<file path="src/rtl/mc_control_pkg.sv">
// mc_control_pkg: shared encodings for the multicycle controller.
//   - FSM state codes (legacy 4-bit constants)
//   - ALUControl codes, data-processing cmd codes
//   - ResultSrc / ALUSrcA / ALUSrcB / ImmSrc encodings
//   - ARM condition codes and the condition-check helper
//   - ctrl_t: raw per-state controls produced by the main FSM
package mc_control_pkg;

  localparam logic [3:0] S_FETCH  = 4'd0;
  localparam logic [3:0] S_DECODE = 4'd1;
  localparam logic [3:0] S_MEMADR = 4'd2;
  localparam logic [3:0] S_MEMRD  = 4'd3;
  localparam logic [3:0] S_MEMWB  = 4'd4;
  localparam logic [3:0] S_MEMWR  = 4'd5;
  localparam logic [3:0] S_EXECR  = 4'd6;
  localparam logic [3:0] S_EXECI  = 4'd7;
  localparam logic [3:0] S_ALUWB  = 4'd8;
  localparam logic [3:0] S_BRANCH = 4'd9;

  localparam logic [1:0] OP_DP  = 2'b00;
  localparam logic [1:0] OP_MEM = 2'b01;
  localparam logic [1:0] OP_BR  = 2'b10;

  localparam logic [3:0] CMD_AND = 4'b0000;
  localparam logic [3:0] CMD_SUB = 4'b0010;
  localparam logic [3:0] CMD_ADD = 4'b0100;
  localparam logic [3:0] CMD_TST = 4'b1000;
  localparam logic [3:0] CMD_TEQ = 4'b1001;
  localparam logic [3:0] CMD_CMP = 4'b1010;
  localparam logic [3:0] CMD_ORR = 4'b1100;

  localparam logic [3:0] ALU_ADD = 4'b0000;
  localparam logic [3:0] ALU_SUB = 4'b0001;
  localparam logic [3:0] ALU_AND = 4'b0010;
  localparam logic [3:0] ALU_ORR = 4'b0011;
  localparam logic [3:0] ALU_CMP = 4'b0100;
  localparam logic [3:0] ALU_TEQ = 4'b0110;
  localparam logic [3:0] ALU_TST = 4'b0111;

  localparam logic [1:0] RES_ALUOUT = 2'b00;
  localparam logic [1:0] RES_DATA   = 2'b01;
  localparam logic [1:0] RES_ALU    = 2'b10;

  localparam logic [1:0] SRCA_RD1 = 2'b00;
  localparam logic [1:0] SRCA_PC  = 2'b01;

  localparam logic [1:0] SRCB_RD2  = 2'b00;
  localparam logic [1:0] SRCB_IMM  = 2'b01;
  localparam logic [1:0] SRCB_FOUR = 2'b10;

  localparam logic [1:0] IMM_DP  = 2'b00;
  localparam logic [1:0] IMM_MEM = 2'b01;
  localparam logic [1:0] IMM_BR  = 2'b10;

  localparam logic [3:0] COND_EQ = 4'b0000;
  localparam logic [3:0] COND_NE = 4'b0001;
  localparam logic [3:0] COND_CS = 4'b0010;
  localparam logic [3:0] COND_CC = 4'b0011;
  localparam logic [3:0] COND_MI = 4'b0100;
  localparam logic [3:0] COND_PL = 4'b0101;
  localparam logic [3:0] COND_VS = 4'b0110;
  localparam logic [3:0] COND_VC = 4'b0111;
  localparam logic [3:0] COND_HI = 4'b1000;
  localparam logic [3:0] COND_LS = 4'b1001;
  localparam logic [3:0] COND_GE = 4'b1010;
  localparam logic [3:0] COND_LT = 4'b1011;
  localparam logic [3:0] COND_GT = 4'b1100;
  localparam logic [3:0] COND_LE = 4'b1101;
  localparam logic [3:0] COND_AL = 4'b1110;

  typedef struct packed {
    logic       nextpc;
    logic       branch;
    logic       regw;
    logic       memw;
    logic       irwrite;
    logic       adrsrc;
    logic       aluop;
    logic       decode;
    logic [1:0] resultsrc;
    logic [1:0] alusrca;
    logic [1:0] alusrcb;
  } ctrl_t;

  // flags = {N,Z,C,V}; the unconditional-never encoding 1111 evaluates false.
  function automatic logic cond_check(input logic [3:0] cond, input logic [3:0] flags);
    logic n, z, c, v;
    {n, z, c, v} = flags;
    case (cond)
      COND_EQ: return z;
      COND_NE: return ~z;
      COND_CS: return c;
      COND_CC: return ~c;
      COND_MI: return n;
      COND_PL: return ~n;
      COND_VS: return v;
      COND_VC: return ~v;
      COND_HI: return c & ~z;
      COND_LS: return ~c | z;
      COND_GE: return n ~^ v;
      COND_LT: return n ^ v;
      COND_GT: return ~z & (n ~^ v);
      COND_LE: return z | (n ^ v);
      COND_AL: return 1'b1;
      default: return 1'b0;
    endcase
  endfunction

endpackage

</file>
<file path="src/rtl/mc_control_mainfsm.sv">
// mc_control_mainfsm: state register, next-state logic and raw per-state
// controls of the multicycle controller.
//   clk, reset (sync, active low)   : clock / reset
//   op, funct                        : instruction fields steering the sequence
//   nextpc..decode                   : raw enables (before condition gating)
//   resultsrc, alusrca, alusrcb      : datapath selects
module mc_control_mainfsm
  import mc_control_pkg::*;
(
  input  logic       clk,
  input  logic       reset,
  input  logic [1:0] op,
  input  logic [5:0] funct,
  output logic       nextpc,
  output logic       branch,
  output logic       regw,
  output logic       memw,
  output logic       irwrite,
  output logic       adrsrc,
  output logic       aluop,
  output logic       decode,
  output logic [1:0] resultsrc,
  output logic [1:0] alusrca,
  output logic [1:0] alusrcb
);

  logic [3:0] state, nxt, cur;
  ctrl_t      c;

  always_ff @(posedge clk) begin
    if (!reset) state <= S_FETCH;
    else        state <= nxt;
  end

  always_comb begin
    nxt = S_FETCH;
    case (state)
      S_FETCH:  nxt = S_DECODE;
      S_DECODE: begin
        case (op)
          OP_MEM:  nxt = S_MEMADR;
          OP_DP:   nxt = funct[5] ? S_EXECI : S_EXECR;
          OP_BR:   nxt = S_BRANCH;
          default: nxt = S_FETCH;
        endcase
      end
      S_MEMADR: nxt = funct[0] ? S_MEMRD : S_MEMWR;
      S_MEMRD:  nxt = S_MEMWB;
      S_EXECR,
      S_EXECI:  nxt = S_ALUWB;
      default:  nxt = S_FETCH;
    endcase
  end

  // While reset is held the selects present their FETCH values so the
  // datapath sees a stable, harmless configuration.
  assign cur = reset ? state : S_FETCH;

  always_comb begin
    c = '0;
    case (cur)
      S_FETCH: begin
        c.irwrite   = 1'b1;
        c.nextpc    = 1'b1;
        c.alusrca   = SRCA_PC;
        c.alusrcb   = SRCB_FOUR;
        c.resultsrc = RES_ALU;
      end
      S_DECODE: begin
        c.decode    = 1'b1;
        c.alusrca   = SRCA_PC;
        c.alusrcb   = SRCB_FOUR;
        c.resultsrc = RES_ALU;
      end
      S_MEMADR: c.alusrcb = SRCB_IMM;
      S_MEMRD:  c.adrsrc  = 1'b1;
      S_MEMWB: begin
        c.resultsrc = RES_DATA;
        c.regw      = 1'b1;
      end
      S_MEMWR: begin
        c.adrsrc = 1'b1;
        c.memw   = 1'b1;
      end
      S_EXECR: begin
        c.alusrcb = SRCB_RD2;
        c.aluop   = 1'b1;
      end
      S_EXECI: begin
        c.alusrcb = SRCB_IMM;
        c.aluop   = 1'b1;
      end
      S_ALUWB:  c.regw = 1'b1;
      S_BRANCH: begin
        c.alusrcb   = SRCB_IMM;
        c.resultsrc = RES_ALU;
        c.branch    = 1'b1;
      end
      default: ;
    endcase
    // FETCH enables must not fire during reset.
    if (!reset) begin
      c.irwrite = 1'b0;
      c.nextpc  = 1'b0;
    end
  end

  assign nextpc    = c.nextpc;
  assign branch    = c.branch;
  assign regw      = c.regw;
  assign memw      = c.memw;
  assign irwrite   = c.irwrite;
  assign adrsrc    = c.adrsrc;
  assign aluop     = c.aluop;
  assign decode    = c.decode;
  assign resultsrc = c.resultsrc;
  assign alusrca   = c.alusrca;
  assign alusrcb   = c.alusrcb;

endmodule

</file>
<file path="src/rtl/mc_control.sv">
// mc_control: multicycle controller for the ARM-subset processor.
//   clk, reset (sync, active low)
//   Cond/Op/Funct/Rd : instruction register fields
//   ALUFlags         : {N,Z,C,V} from the ALU this cycle (only feeds the flag reg)
//   PCWrite, IRWrite, MemWrite, RegWrite : condition-gated enables
//   AdrSrc, ResultSrc, ALUSrcA, ALUSrcB, ImmSrc, RegSrc, ALUControl : selects
module mc_control
  import mc_control_pkg::*;
(
  input  logic       clk,
  input  logic       reset,
  input  logic [3:0] Cond,
  input  logic [1:0] Op,
  input  logic [5:0] Funct,
  input  logic [3:0] Rd,
  input  logic [3:0] ALUFlags,
  output logic       PCWrite,
  output logic       IRWrite,
  output logic       MemWrite,
  output logic       RegWrite,
  output logic       AdrSrc,
  output logic [1:0] ResultSrc,
  output logic [1:0] ALUSrcA,
  output logic [1:0] ALUSrcB,
  output logic [1:0] ImmSrc,
  output logic [1:0] RegSrc,
  output logic [3:0] ALUControl
);

  logic       nextpc, branch, regw, memw, aluop, decode;
  logic       legal, condex, pcs;
  logic [1:0] flagw;
  logic [3:0] flags;

  mc_control_mainfsm u_fsm (
    .clk       (clk),
    .reset     (reset),
    .op        (Op),
    .funct     (Funct),
    .nextpc    (nextpc),
    .branch    (branch),
    .regw      (regw),
    .memw      (memw),
    .irwrite   (IRWrite),
    .adrsrc    (AdrSrc),
    .aluop     (aluop),
    .decode    (decode),
    .resultsrc (ResultSrc),
    .alusrca   (ALUSrcA),
    .alusrcb   (ALUSrcB)
  );

  // ALU decode; unknown commands fall back to add and never touch the flags.
  always_comb begin
    ALUControl = ALU_ADD;
    legal      = 1'b0;
    flagw      = 2'b00;
    if (aluop) begin
      legal = 1'b1;
      case (Funct[4:1])
        CMD_ADD: ALUControl = ALU_ADD;
        CMD_SUB: ALUControl = ALU_SUB;
        CMD_AND: ALUControl = ALU_AND;
        CMD_ORR: ALUControl = ALU_ORR;
        CMD_TST: ALUControl = ALU_TST;
        CMD_TEQ: ALUControl = ALU_TEQ;
        CMD_CMP: ALUControl = ALU_CMP;
        default: begin
          ALUControl = ALU_ADD;
          legal      = 1'b0;
        end
      endcase
      flagw[1] = Funct[0] & legal & ~ALUControl[2];
      flagw[0] = Funct[0] & legal & ((ALUControl == ALU_ADD) | (ALUControl == ALU_SUB));
    end
  end

  // CondEx is captured once per instruction at the end of DECODE so the
  // later gates cannot see flags written by this same instruction.
  always_ff @(posedge clk) begin
    if (!reset) begin
      flags  <= 4'b0000;
      condex <= 1'b0;
    end else begin
      if (decode)            condex      <= cond_check(Cond, flags);
      if (flagw[1] & condex) flags[3:2]  <= ALUFlags[3:2];
      if (flagw[0] & condex) flags[1:0]  <= ALUFlags[1:0];
    end
  end

  assign pcs      = ((Rd == 4'b1111) & regw) | branch;
  assign RegWrite = regw & condex;
  assign MemWrite = memw & condex;
  assign PCWrite  = nextpc | (pcs & condex);
  assign ImmSrc   = Op;
  assign RegSrc   = {Op == OP_BR, Op == OP_MEM};

endmodule

</file>
<file path="config.mk">
export PLATFORM = sky130hd
export DESIGN_NAME = mc_control
export DESIGN_NICKNAME = d
export VERILOG_FILES = /design/src/rtl/mc_control_pkg.sv /design/src/rtl/mc_control_mainfsm.sv /design/src/rtl/mc_control.sv
export SDC_FILE = /design/constraint.sdc
export NUM_CORES = 1
export LEC_CHECK = 0
export BUFFER_PORTS_ARGS = -buffer_cell sky130_fd_sc_hd__buf_2
export CORE_MARGIN = 2
export CORE_UTILIZATION = 35
export CTS_BUF_LIST = sky130_fd_sc_hd__clkbuf_4
export CTS_CLUSTER_DIAMETER = 150
export DETAILED_ROUTE_END_ITERATION = 8
export GPL_ROUTABILITY_DRIVEN = 0
export SLEW_MARGIN = 20
export SYNTH_ARGS = -nofsm -noshare
export SYNTH_HDL_FRONTEND = slang
export SYNTH_SLANG_ARGS = --single-unit
</file>
<file path="constraint.sdc">
create_clock -name clk -period 3.5 [get_ports clk]
set_input_delay 0.7 -clock clk [delete_from_list [all_inputs] [get_ports clk]]
set_output_delay 0.7 -clock clk [all_outputs]
set_load 0.05 [all_outputs]
</file>
Word level (Yosys, flattened, before mapping):

Index checks and enable logic that the tools add are counted.

* output and inout bits: 19
* register bits after elaboration: 9
* input bits: 22

* reduce and logical (&&, ||, !) cells: 14
* bitwise operators: 23
* muxes and demuxes: 23
* equality and inequality tests: 38

Operators by type and width (number)
* $eq 4x4->1 const B: 14
* $eq 4x3->1 const B: 11
* $eq 4x2->1 const B: 7
* $logic_not 4->1: 5
* $pmux 4 s5: 1
* $pmux 3 s6: 1
* $eq 4x1->1 const B: 4
* $pmux 1 s15: 1
* $mux 1: 12
* $mux 4: 3
* $pmux 4 s3: 1
* $and 1x1->1: 11
* $reduce_or 2->1: 5
* $pmux 2 s2: 2
* $reduce_or 7->1: 1
* $reduce_or 3->1: 2
* $not 1->1: 5
* $or 1x1->1: 5
* $mux 3: 1
* $eq 2x1->1 const B: 1
* $eq 2x2->1 const B: 1
* $logic_not 2->1: 1
* $mux 2: 1
* $xnor 1x1->1: 1
* $xor 1x1->1: 1

Depth between registers and ports, before layout:

Gate-level depths: netlist of the first run.

* word-level depth: 10
* depth in mapped cells: 6
* gate-level depth less buffers: 5

Modules after synthesis:

Synthesis of the first run repeated with hierarchy kept, for this count alone.

* cells, all modules: 108
* area, all modules: 832.0 µm²

By module, submodules not included
* mc_control: cells each 63, area an instance 496.7 µm², sequential area each 100.1 µm², times used 1
* mc_control_mainfsm: cells each 45, area an instance 335.3 µm², sequential area each 80.1 µm², times used 1

Worst setup path before layout of the first run:

No wires, ideal clock.

* path type: in2out
* start: input reset
* end: output PCWrite
* path slack: -0.167 ns
* required time: 2.800 ns
* data arrival time: 2.967 ns
* stages: 3
* buffers on the path: 0
* cells stage by stage: nand2_1 > nor4_1 > a32o_1

* longest elaborated chain between the ends: 8
* elaborated cells on any way between the ends: 14
* classes of those cells: eq/ne (3); mux (5); bitwise (4); reduce/logical (2)

Ends and longest elaborated chain
* start, declared: RTL line mc_control.sv:11 `input logic reset,`
* $mux 4: RTL line mc_control_mainfsm.sv:57 `assign cur = reset ? state : S_FETCH;`
* $eq 4x3->1 / $eq 4x4->1 (equally long branches): RTL line mc_control_mainfsm.sv:61 `case (cur)`
* $reduce_or 2->1 (no line)
* $mux 1: RTL line mc_control_mainfsm.sv:61
* $and 1x1->1: RTL line mc_control.sv:91 `assign pcs = ((Rd == 4'b1111) & regw) | branch;`
* $or 1x1->1: RTL line mc_control.sv:91
* $and 1x1->1: RTL line mc_control.sv:94 `assign PCWrite = nextpc | (pcs & condex);`
* $or 1x1->1 (*): RTL line mc_control.sv:94
* end, declared: RTL line mc_control.sv:17 `output logic PCWrite,`

Mark *: on every way between the ends. The rest lies on a longest branch, timed or not.

Worst setup path in the final report of the first run:

* start: input reset
* end: output ALUControl[2]

* longest elaborated chain between the ends: 5
* elaborated cells on any way between the ends: 6
* classes of those cells: eq/ne (2); mux (3); reduce/logical (1)

Ends and longest elaborated chain
* $mux 4 (*): RTL line mc_control_mainfsm.sv:57
* $eq 4x3->1: RTL line mc_control_mainfsm.sv:61
* $reduce_or 2->1 (no line) (*)
* $mux 1 (*): RTL line mc_control_mainfsm.sv:61
* $mux 4 (*): RTL line mc_control.sv:58 `if (aluop) begin`
* end, declared: RTL line mc_control.sv:27 `output logic [3:0] ALUControl`

Marked as above.

==> impl_metrics.json, run 1 <==
{
  "outcome": "complete, no violations",
  "io_pins": 41,
  "synth_area_per_cell_um2": 7.25,
  "finClkSkew_ns": 0.00448,
  "synth_edf_count": 0,
  "start_util": 0.369,
  "hold_violations": 0,
  "grt_pass1_vias": 836,
  "synth-seq-cells": 9,
  "critical_path_class": "primary input to output port",
  "routedWlPerCell_um": 12.3,
  "routed_wl_um": 2290,
  "fmax_ghz": 0.392,
  "setup_viol": 0,
  "power.density_nw_per_um2": 291,
  "ctsResizeCount": 0,
  "ant_nets": 0,
  "clkPwrFrac": 0.278,
  "async_reset_ff_frac": 0,
  "die_w_um": 55.1,
  "yosysSeqAreaShare": 0.197,
  "dp_hpwl_um": 1760,
  "grt_antenna_before_repair": 0,
  "switchingPower_mw": 0.124,
  "syn_area_um2": 913,
  "period_needed_ns": 2.55,
  "place_inst": 183,
  "grt_pass1_wl_um": 3640,
  "fill_cells": 265,
  "rsz0062_at_grt": "no",
  "yosys_most_used_dff": "dfxtp_1",
  "cts_root_buffer": "clkbuf_4",
  "slew_viol_final": 0,
  "post-route-period-util": 0.728,
  "antenna_cells": 0,
  "portBuffers": 38,
  "drcViolationCount": 0,
  "dpl_cell_area_um2": 1070,
  "synth_cell_types": 48,
  "startpoint_type": "primary input",
  "pre_cts_ws_ns": 0.965,
  "setup_tns_ns": 0,
  "ys_warn_count": 0,
  "core-area_um2": 2480,
  "ctsHoldBuffers": 0,
  "hold_depth": 2,
  "cts.clk_slew.worst_paths_ns": 0.06,
  "reg2reg_depth": 5,
  "nNetsFinal": 180,
  "grt.total_usage": 0.166,
  "drive_above_1_share": 0.280,
  "drt-pass1-iter-count": 4,
  "vias": 1002,
  "hold_ws_ns": 0.524,
  "clockBufferDepth": 2,
  "p_leak_nw": 0.509,
  "dr.first_iter.drc_count": 23,
  "cp-end-kind": "output port",
  "viasPerCell": 5.36,
  "grt_remaining_overflow": 0,
  "power_frac_comb": 0.351,
  "cts_tree": "done",
  "swShare": 0.389,
  "final_area_um2": 1100,
  "cp.arrival_ns": 1.85,
  "crit_required_ns": 2.80,
  "fin_util": 0.443,
  "finalWorstSetupSlack_ns": 0.950,
  "cap_violations": 0,
  "cts_sinks": 9,
  "clkLatencyLatePin_ns": 0.26,
  "synth_cells": 126,
  "grt_max_degree": 16,
  "dieArea_um2": 3030,
  "ir_drop_uv": 214,
  "numCtsBuffers": 3,
  "h-tree-depth": 1,
  "internal-power_mw": 0.196,
  "p_total_mw": 0.320,
  "postCtsSetupRepairBufs": 0,
  "tightest_slew_ns": 0.504,
  "p_seq_frac": 0.371,
  "die_h_um": 55.1,
  "rows": 18,
  "areaGrowthSynthToFinish_pct": 20.3,
  "hold_path_class": "flip-flop to flip-flop",
  "worstPathMaxFanout": 7,
  "final_cells": 187,
  "slew_headroom": 0.664
}
[layer usage]
metal	part of all wire	vias to the layer above	routed length [µm]	track usage
li1	-	514	-	-
met1	0.48	455	1090	0.223
met2	0.46	30	1050	0.258
met3	0.062	3	142	0.0538
met4	0.0044	0	10	0.0366
met5	0	-	0	0
[cells in the mapped netlist, drive strengths merged (2+ instances only)]
master	n	share of area
o21ai	6	0.033
nand3	6	0.033
nand2	9	0.037
mux2i	5	0.055
nor2	12	0.049
xor2	3	0.029
and3b	2	0.019
buf	10	0.082
nor4	2	0.014
a21oi	9	0.049
nand2b	3	0.021
nor3	6	0.033
inv	6	0.025
nor2b	5	0.034
and4	2	0.019
xnor2	2	0.019
dfxtp	9	0.20
nand4b	2	0.019
clkbuf	2	0.0082
[sequential cells by signal, indices dropped and copies added (netlist names)]
name / cells
condex: 1
flags: 4
u_fsm.state: 4
[critical path, stage by stage]
cell and delay, ns:
buf_2 0.15, inv_2 0.09, nor2_1 0.24, nand3_1 0.16
nor3b_1 0.22, buf_2 0.29
[final cells by class]
type / instances / area (µm²) / share of cell area
Clock buffer: 4 / 30.0 / 0.0273
Inverter: 6 / 22.5 / 0.0205
Multi-Input combinational cell: 100 / 638 / 0.581
Sequential cell: 9 / 180 / 0.164
Tap cell: 30 / 37.5 / 0.0342
Timing Repair Buffer: 38 / 190 / 0.173
[power by group through the flow]
stage	Sequential (mW)	Clock, mW	Combinational, mW
6_report	0.119	0.0888	0.112
5_1_grt	0.120	0.101	0.121
4_1_cts	0.118	0.0935	0.112
3_5_place_dp	0.121	0	0.112
3_3_place_gp	0.120	0	0.110
2_1_floorplan	0.112	0	0.0930
[cell usage in the layout (no fill, tap or decap), drive strengths merged, types with 2 or more instances in the layout]
cell | synthesis | routed
buf | 10 | 38
nand2b | 3 | 3
and4 | 2 | 2
o21ai | 6 | 6
conb | 1 | 2
a21oi | 9 | 9
inv | 6 | 6
nand3 | 6 | 6
nand4b | 2 | 2
xnor2 | 2 | 2
mux2i | 5 | 5
dfxtp | 9 | 9
nand2 | 9 | 9
nor2b | 5 | 5
clkbuf | 2 | 4
and3b | 2 | 2
nor3 | 6 | 6
nor2 | 12 | 12
xor2 | 3 | 3
nor4 | 2 | 2
[cells by family after synthesis]
| kind of cell | Yosys count | synth area share |
|---|---|---|
| buf+inv | 18 | 0.115 |
| compound gates | 29 | 0.214 |
| other cells | 1 | 0.00411 |
| fa+ha+maj | 1 | 0.0110 |
| mux | 5 | 0.0548 |
| xor+xnor | 5 | 0.0480 |
| simple gates | 58 | 0.356 |
| flops | 9 | 0.197 |
[worst paths after layout]
kind / startpoint / end / slack [ns]
setup reg to reg: u_fsm.state[1]$_SDFF_PN0_ / flags[3]$_SDFFE_PN0P_ / 1.95
hold / removal: flags[1]$_SDFFE_PN0P_ / flags[1]$_SDFFE_PN0P_ / 0.52
setup / recovery: reset / ALUControl[2] / 0.95
hold reg to reg: flags[1]$_SDFFE_PN0P_ / flags[1]$_SDFFE_PN0P_ / 0.52
No activity file was read; power rests on OpenSTA's default activity.
==> run 2, diff against run 1 <==
- ABC_AREA: default -> 1
- PLACE_DENSITY: default -> 0.65
- clock period: 3.5 -> 2.17 ns (I/O delays scaled with it)
==> impl_metrics.json, run 2 <==
{
  "final_area_um2": 1100,
  "layout_commonest_cell": "nand2_1",
  "post-route-period-util": 0.943,
  "vias": 1097,
  "yosysSeqAreaShare": 0.207,
  "grt_max_degree": 15,
  "power_frac_comb": 0.369,
  "crit_top_cell": "nand2_1",
  "cp_slowest_stage_delay_ns": 0.24,
  "grt_pass1_vias": 916,
  "r2r_start": "u_fsm.state[1]$_SDFF_PN0_",
  "synth_most_common_cell": "nand2_1",
  "ys_warn_count": 0,
  "synth_cells": 157,
  "cp-end-kind": "output port",
  "crit_end": "PCWrite",
  "yosys_most_used_dff": "dfxtp_1",
  "clkPwrFrac": 0.285,
  "rsz0062_at_grt": "no",
  "dpl_cell_area_um2": 1070,
  "synthTopCellsByCount": "nand2_1, inv_1, nand3_1, nor2_1, a21oi_1",
  "r2r_setup_slack_ns": 0.74,
  "grt_remaining_overflow": 0,
  "die_h_um": 53.9,
  "synth_cell_types": 20,
  "syn_area_um2": 871,
  "slew_viol_final": 0,
  "outcome": "complete, no violations",
  "fin_util": 0.456,
  "portBuffers": 38,
  "clkLatencyLatePin_ns": 0.27,
  "cts_tree": "done",
  "worstSetupStartpoint": "reset",
  "ys_top_cells_by_area": "dfxtp_1, nand2_1, nand3_1",
  "power.density_nw_per_um2": 471,
  "grt.total_usage": 0.173,
  "ant_nets": 0,
  "r2r_end": "flags[3]$_SDFFE_PN0P_",
  "dp_hpwl_um": 1890,
  "grtUsageMet2": 0.319,
  "start_util": 0.361,
  "io_pins": 41,
  "internal-power_mw": 0.308,
  "crit_required_ns": 1.74,
  "h-tree-depth": 1,
  "cp_cell_sequence": "buf_2, nand2_1, nor2_1, inv_1, a21oi_1, nand2_1, o221ai_1, buf_4",
  "crit_buf_inv": 3,
  "crit_slowest_cell": "buf_2",
  "worstPathMaxFanout": 14,
  "areaGrowthSynthToFinish_pct": 26.3,
  "antenna_cells": 0,
  "fmax_ghz": 0.489,
  "routed_wl_um": 2350,
  "cp.arrival_ns": 1.61,
  "cts_sinks": 9,
  "cap_violations": 0,
  "drcViolationCount": 0,
  "routedWlPerCell_um": 10.4,
  "critical_path_class": "primary input to output port",
  "grt_use_met3": 0.0167,
  "viasPerCell": 4.88,
  "die_w_um": 53.9,
  "final_cell_mix": "nand2_1, buf_2, inv_1",
  "cts.clk_slew.worst_paths_ns": 0.06,
  "critPathTopFamily": "buffers and inverters",
  "clockBufferDepth": 2,
  "rows": 18,
  "yosys.area.top_type_share": 0.207,
  "period_needed_ns": 2.05,
  "core-area_um2": 2410,
  "drive_above_1_share": 0.251,
  "hold_path_class": "primary input to flip-flop",
  "setup_viol": 0,
  "top_regs": "flags: 4 flops, u_fsm.state: 4 flops, condex: 1 flops",
  "async_reset_ff_frac": 0,
  "dieArea_um2": 2900,
  "ir_drop_uv": 367,
  "hold_violations": 0,
  "synth_area_per_cell_um2": 5.55,
  "setup_tns_ns": 0,
  "synth_area_leader_cell": "dfxtp_1",
  "nNetsFinal": 218,
  "crit_cells": 8,
  "reg2reg_depth": 7,
  "finClkSkew_ns": 0.00122,
  "switchingPower_mw": 0.210,
  "synth-seq-cells": 9,
  "top_usage_layer": "met2",
  "cts_root_buffer": "clkbuf_4",
  "numCtsBuffers": 3,
  "p_seq_frac": 0.346,
  "dr.first_iter.drc_count": 31,
  "p_leak_nw": 0.591,
  "grtUsageMet1": 0.196,
  "drt-pass1-iter-count": 4,
  "swShare": 0.406,
  "grt_pass1_wl_um": 3640,
  "postCtsSetupRepairBufs": 0,
  "synth_edf_count": 0,
  "startpoint_type": "primary input",
  "grt_antenna_before_repair": 0
}
run 2: logic make-up after synthesis:
| family | Yosys count | synth area share |
|---|---|---|
| AO/OA/AOI/OAI | 20 | 0.134 |
| buffers and inverters | 34 | 0.172 |
| AND/OR/NAND/NOR | 93 | 0.483 |
| other | 1 | 0.00431 |
| flip-flops | 9 | 0.207 |
run 2: power by group through the flow:
stage | clock network, mW | logic, mW | registers (mW)
floorplan | 0 | 0.141 | 0.181
global placement | 0 | 0.184 | 0.183
detailed placement | 0 | 0.187 | 0.182
CTS | 0.152 | 0.188 | 0.179
global route | 0.161 | 0.209 | 0.180
finish | 0.148 | 0.191 | 0.179
run 2: timing repair:
| item | CTS | global route |
|---|---|---|
| hold buffers | 0 | 0 |
| gates resized for setup | 0 | 3 |
| setup endpoints to repair | 0 | 1 |
| hold endpoints to repair | 0 | 0 |
run 2: cell type report:
| cell class | instances | area, µm² |
|---|---|---|
| sequential | 9 | 181 |
| fill | 249 | 1310 |
| clock buffer | 4 | 30.0 |
| inverter | 29 | 109 |
| multi-input combinational | 115 | 549 |
| tap | 30 | 37.5 |
| timing repair buffer | 38 | 193 |
run 2: layer usage:
metal  wire length [µm]  vias to the layer above
met4                 46                        0
met1               1020                      474
li1                   -                      577
met2               1170                       39
met5                  0                        -
met3                121                        7
run 2: through the flow:
stage	hold slack (ns)	std cells	power, mW	worst slack, ns
after detailed placement	0.479	221	0.370	0.129
after floorplan	0.456	158	0.322	0.0198
final	0.390	225	0.518	0.123
after global routing	0.403	225	0.550	0.00988
after global placement	0.479	221	0.367	0.195
after CTS	0.393	225	0.519	0.0863
run 2: tightest hold or removal path: stages:
cell and delay [ns]:
buf_2 0.08, nor2_1 0.03, nor2_1 0.08
run 2: how the worst min path moves through the flow:
| stage | to | from | slack (ns) | depth (start not counted) |
|---|---|---|---|---|
| after floorplan | flags[2]$_SDFFE_PN0P_ | flags[2]$_SDFFE_PN0P_ | 0.46 | 2 |
| after global placement | condex$_SDFFE_PN0P_ | condex$_SDFFE_PN0P_ | 0.48 | 2 |
| after detailed placement | condex$_SDFFE_PN0P_ | condex$_SDFFE_PN0P_ | 0.48 | 2 |
| after CTS | flags[0]$_SDFFE_PN0P_ | ALUFlags[0] | 0.39 | 3 |
| after global routing | flags[0]$_SDFFE_PN0P_ | ALUFlags[0] | 0.40 | 3 |
| final | flags[0]$_SDFFE_PN0P_ | ALUFlags[0] | 0.39 | 3 |
